$ cat config.mk
export PLATFORM = sky130hd
export DESIGN_NAME = timed_event_queue
export DESIGN_NICKNAME = d
export VERILOG_FILES = /design/src/rtl/timed_event_pkg.sv /design/src/rtl/event_fifo.sv /design/src/rtl/timed_event_queue.sv
export SDC_FILE = /design/constraint.sdc
export NUM_CORES = 2
export LEC_CHECK = 0
export CAP_MARGIN = 40
export CORE_MARGIN = 2
export CORE_UTILIZATION = 44
export CTS_BUF_LIST = sky130_fd_sc_hd__clkbuf_16
export DETAILED_ROUTE_END_ITERATION = 6
export GPL_TIMING_DRIVEN = 0
export PLACE_DENSITY = 0.66
export SLEW_MARGIN = 20
export SYNTH_ARGS = -nofsm -noshare
export SYNTH_HDL_FRONTEND = slang
export SYNTH_SLANG_ARGS = --single-unit
$ cat constraint.sdc
create_clock -name CLK100MHZ -period 18.6 [get_ports CLK100MHZ]
set_input_delay 3.72 -clock CLK100MHZ [delete_from_list [all_inputs] [get_ports CLK100MHZ]]
set_output_delay 3.72 -clock CLK100MHZ [all_outputs]
set_load 0.005 [all_outputs]
$ cat src/rtl/timed_event_pkg.sv
// Shared types for the timed event queue: entry layout, counter states, saturation limit.
// Pure declarations; no latency or backpressure of its own.
package timed_event_pkg;

  typedef logic [63:0] ts_t;
  typedef logic [63:0] gpo_word_t;

  // ts occupies the upper half so a raw 128-bit push word maps straight onto the struct.
  typedef struct packed {
    ts_t       ts;
    gpo_word_t word;
  } event_entry_t;

  typedef enum logic {
    STOPPED = 1'b0,
    RUNNING = 1'b1
  } cnt_state_t;

  localparam logic [15:0] LATE_COUNT_MAX = 16'hFFFF;

endpackage

$ cat src/rtl/event_fifo.sv
// Single-clock FIFO with a registered head: a push into an empty queue is visible at head next cycle.
// Pushes while full are ignored; flush drops all entries and overrides a same-cycle push/pop.
module event_fifo
  import timed_event_pkg::*;
#(
  parameter int DEPTH_LOG2 = 4
) (
  input  logic                CLK100MHZ,
  input  logic                reset,
  input  logic                push,
  input  event_entry_t        wr_data,
  input  logic                pop,
  input  logic                flush,
  output event_entry_t        head,
  output logic                head_valid,
  output logic                full,
  output logic [DEPTH_LOG2:0] count
);

  localparam int DEPTH = 1 << DEPTH_LOG2;

  event_entry_t mem [DEPTH];

  logic [DEPTH_LOG2:0] wr_ptr, rd_ptr;
  logic [DEPTH_LOG2:0] wr_ptr_n, rd_ptr_n;
  logic                do_push, do_pop;

  assign full     = count[DEPTH_LOG2];
  assign do_push  = push && !full && !flush;
  assign do_pop   = pop && head_valid && !flush;
  assign wr_ptr_n = wr_ptr + {{DEPTH_LOG2{1'b0}}, do_push};
  assign rd_ptr_n = flush ? wr_ptr : rd_ptr + {{DEPTH_LOG2{1'b0}}, do_pop};

  always_ff @(posedge CLK100MHZ) begin
    if (do_push) mem[wr_ptr[DEPTH_LOG2-1:0]] <= wr_data;
  end

  always_ff @(posedge CLK100MHZ) begin
    if (reset) begin
      wr_ptr     <= '0;
      rd_ptr     <= '0;
      count      <= '0;
      head_valid <= 1'b0;
      head       <= '0;
    end else begin
      wr_ptr     <= wr_ptr_n;
      rd_ptr     <= rd_ptr_n;
      count      <= wr_ptr_n - rd_ptr_n;
      head_valid <= (wr_ptr_n != rd_ptr_n);
      // Bypass when the new head is the entry being written this cycle.
      if (do_push && (wr_ptr == rd_ptr_n)) head <= wr_data;
      else                                 head <= mem[rd_ptr_n[DEPTH_LOG2-1:0]];
    end
  end

endmodule

$ cat src/rtl/timed_event_queue.sv
// Runs the experiment timestamp counter and releases queued GPO words one cycle after their timestamp.
// wr_ready = !full; full pushes are silently refused; late entries are dropped and counted.
module timed_event_queue
  import timed_event_pkg::*;
#(
  parameter int DEPTH_LOG2 = 4
) (
  input  logic                CLK100MHZ,
  input  logic                reset,
  input  logic                wr_valid,
  input  logic [127:0]        wr_data,
  output logic                wr_ready,
  input  logic                run,
  input  logic                counter_clear,
  input  logic                flush,
  output logic [63:0]         timestamp,
  output logic                event_valid,
  output logic [127:0]        event_data,
  output logic                busy,
  output logic [DEPTH_LOG2:0] fill_level,
  output logic                late_error,
  output logic [15:0]         late_count
);

  cnt_state_t   state, state_n;
  event_entry_t head;
  logic         head_valid, full;
  logic         cmp_en, is_match, is_late, pop;

  always_ff @(posedge CLK100MHZ) begin
    if (reset) state <= STOPPED;
    else       state <= state_n;
  end

  always_comb begin
    state_n = state;
    case (state)
      STOPPED: if (run)  state_n = RUNNING;
      RUNNING: if (!run) state_n = STOPPED;
      default: state_n = STOPPED;
    endcase
  end

  always_ff @(posedge CLK100MHZ) begin
    if (reset)                 timestamp <= '0;
    else if (counter_clear)    timestamp <= '0;
    else if (state == RUNNING) timestamp <= timestamp + 64'd1;
  end

  assign cmp_en   = head_valid && (state == RUNNING) && !flush;
  assign is_match = (head.ts == timestamp);
  assign is_late  = (head.ts < timestamp);
  assign pop      = cmp_en && (is_match || is_late);

  event_fifo #(.DEPTH_LOG2(DEPTH_LOG2)) u_fifo (
    .CLK100MHZ  (CLK100MHZ),
    .reset      (reset),
    .push       (wr_valid),
    .wr_data    (wr_data),
    .pop        (pop),
    .flush      (flush),
    .head       (head),
    .head_valid (head_valid),
    .full       (full),
    .count      (fill_level)
  );

  assign wr_ready = !full;
  assign busy     = head_valid;

  always_ff @(posedge CLK100MHZ) begin
    if (reset) begin
      event_valid <= 1'b0;
      event_data  <= '0;
      late_error  <= 1'b0;
      late_count  <= '0;
    end else begin
      event_valid <= pop && is_match;
      if (pop && is_match) event_data <= head;
      if (flush) begin
        late_error <= 1'b0;
        late_count <= '0;
      end else if (pop && !is_match) begin
        late_error <= 1'b1;
        if (late_count != LATE_COUNT_MAX) late_count <= late_count + 16'd1;
      end
    end
  end

endmodule

==> flow_summary.toml <==
[run_status]
status = "finished clean"

[critical_path]
critical_path_buf_inv_count = 8
critPathTopFamily = "buffers and inverters"
regToRegEndpoint = "u_fifo.head[22]"
arrival_ns = 11.58
cp_slowest_stage_delay_ns = 0.78
timing.rr.start = "u_fifo.head[127]"
criticalPathCategory = "in2reg"
path_common_cell = "buf_2"
critPathMaxFanout = 10
worstSetupStartpointType = "input pin"
r2r_cells = 19
critPathRequiredTime_ns = 19.30
endpoint_kind = "flip-flop"
path_cells = "clkdlybuf4s50_1 -> nand3b_1 -> or2_2 -> clkbuf_1 -> buf_2 -> buf_2 -> o21ai_0 -> buf_2 -> ha_1 -> mux2i_4 -> buf_2 -> buf_2 -> clkbuf_1 -> nand3_1 -> a311oi_1 -> a211o_1 -> a21oi_1"
crit_slowest_cell = "buf_2"
r2r_setup_slack_ns = 9.50

[synth]
synthArstFlopShare_pct = 0
yosysWarnings = 0
ys_top_cells_by_area = "edfxtp_1 (65%), nand2_1 (9.8%), dfxtp_1 (7.5%)"
synth_ff_type = "edfxtp_1"
synth_common_cells = "nand2_1 (2479), edfxtp_1 (2048), nand3_1 (546), a311oi_1 (384), dfxtp_1 (355)"
synth_top_cell_area_share_pct = 64.67
yosysUniqueCellTypes = 58
synth_fp_nets = 7896
yosys.cell_count.top_type = "nand2_1"
synthCells = 7689
ys_seq_elements = 2403
syn_area_per_cell_um2 = 12.37
ys_seq_area_share_pct = 72.15
netlist_area_um2 = 95090
yosys.area.top_type = "edfxtp_1"
synth_edf_count = 2048

[drt]
firstDrtPassIters = 7
ant_nets = 0
num_vias = 65630
drt-initial-drc-count = 7857
totalWireLength_um = 280700
drcViolationCount = 0
routedWlPerCell_um = 24.43
avgViaCountPerCell = 5.712

[sta]
setup_viol = 0
fmax_ghz = 0.09197
rsz0062_at_grt = "no"
final.setup.worst_slack_ns = 7.727
worstMarginPinSlew_ns = 0.9358
slew_violations = 0
hold_viol_final = 0
hold_ws_ns = 0.4392
slew-limit-headroom_pct = 37.62
finalSetupTns_ns = 0
fin_skew_ns = 0.03191
fin_crit_sh_pct = 58.46
min_period_ns = 10.87

[clock_network]
cts_buffer_depth = 3
cts_tree = "done"
cts_setup_buffers = 0
cts_resized = 0
cts_buffers = 230
cts_root_buf = "clkbuf_16"
h-tree-depth = 4
clock_latency_ns = 0.89
path_clk_slew_ns = 0.06
postCtsHoldBufs = 0
cts.sinks = 2403

[die]
core_area_um2 = 214600
rows = 170
ioPinCount = 351
die_x_um = 468.9
initial_core_util_pct = 44.31
die-area_um2 = 219900
fp.dieH_um = 468.9

[global_routing]
antenna_found_initial = 34
grt_pass1_vias = 62830
grt.overflow.total = 0
grt_pass1_wl_um = 407600
grt_max_degree = 27
grtUsageTotal_pct = 24.99

[placement]
place_hpwl_um = 199800
dpl_worst_slack_ns = 7.024
gp_congestion = 0.8822
portBuffers = 349

[layout]
syn_to_final_growth_pct = 18.28
fillers = 17730
multi_input_area_um2 = 23930
post-route-util_pct = 52.41
final_nets = 8638
ff_latch_area_um2 = 68610
drive_gt1_share_pct = 9.011

[pwr]
power_density_nw_per_um2 = 100.6
p_total_mw = 11.32
power.leakage_nw = 38.73
ir_worst_vdd_mv = 0.1037

[min_path]
worst_hold_path.endpoint = "event_data[9]"
hp-class = "reg2reg"
hold_depth = 2
min-delay-start = "u_fifo.head[9]"

[run]
drv_cap = 0
## tightest hold or removal path: cells and delay by family (launching register included)
kind	cells	cell delay, ns
AOI/OAI and AO/OA	1	0.05
DFF	1	0.30
and+or+nand+nor	1	0.05
## power by group
group / leakage [nW] / total, mW / internal [mW] / switching [mW]
sequential: 21.3 / 5.94 / 5.90 / 0.0359
clock: 3.87 / 4.63 / 2.58 / 2.05
combinational: 13.5 / 0.748 / 0.240 / 0.508
total: 38.7 / 11.3 / 8.72 / 2.60
## layer usage
layer  vias to the layer above  share of wire [%]  track usage, %
met5                         -              0.068               0
met4                        30                5.4           12.82
met3                       584                9.9           5.086
met2                      3354                 45           38.52
met1                     32130                 40           33.63
li1                      29540                  -               -
## layout by cell type (no fill, tap or decap), types with 237 or more instances in the layout
master and n:
edfxtp_1 2048, a311oi_1 384, a21oi_1 298, dfxtp_1 355, and3_1 265, clkbuf_1 273
clkbuf_16 237, clkdlybuf4s50_1 349, nand3_1 546, nand2_1 2479
## logic make-up (layout without fill, tap and decap cells)
group,after synthesis,after routing,synth area share (%)
fa+ha+maj,74,74,0.9789
simple gates,3530,3530,15.75
buf+inv,606,1551,2.820
compound gates,991,991,7.510
xor+xnor,80,80,0.7368
flops,2403,2403,72.15
other cells,0,17,0
mux,5,5,0.05789
## worst max path at each step
| stage | from | end | cells past startpoint |
|---|---|---|---|
| after floorplan | flush | u_fifo.mem[0][0] | 4 |
| after global placement | flush | u_fifo.mem[12][19] | 6 |
| after detailed placement | flush | u_fifo.head[23] | 17 |
| after CTS | flush | u_fifo.head[23] | 17 |
| after global routing | flush | u_fifo.head[23] | 17 |
| final | flush | u_fifo.head[22] | 17 |
## per-stage QoR
step                      cell area (um2)  std cells
after floorplan                     95090       7689
after global placement             102100      10880
after detailed placement           104900      11030
after CTS                          112400      11470
after global routing               112500      11480
final                              112500      11490
## state kept, by name (all words and copies together), names as in the netlist
register,cells
u_fifo.mem,2048
event_data,128
timestamp,64
late_error,1
u_fifo.head_valid,1
u_fifo.head,128
event_valid,1
late_count,16
state,1
u_fifo.wr_ptr,5
u_fifo.rd_ptr,5
u_fifo.count,5
## final cells by class
class / count / area share [%]
buffer: 531 / 2.150
timing repair buffer: 510 / 5.462
sequential: 2403 / 60.99
multi-input combinational: 4680 / 21.27
tap: 2838 / 3.157
inverter: 75 / 0.2525
antenna: 17 / 0.03782
clock buffer: 237 / 5.273
clock inverter: 198 / 1.398
(Power assumes the default switching activity.)
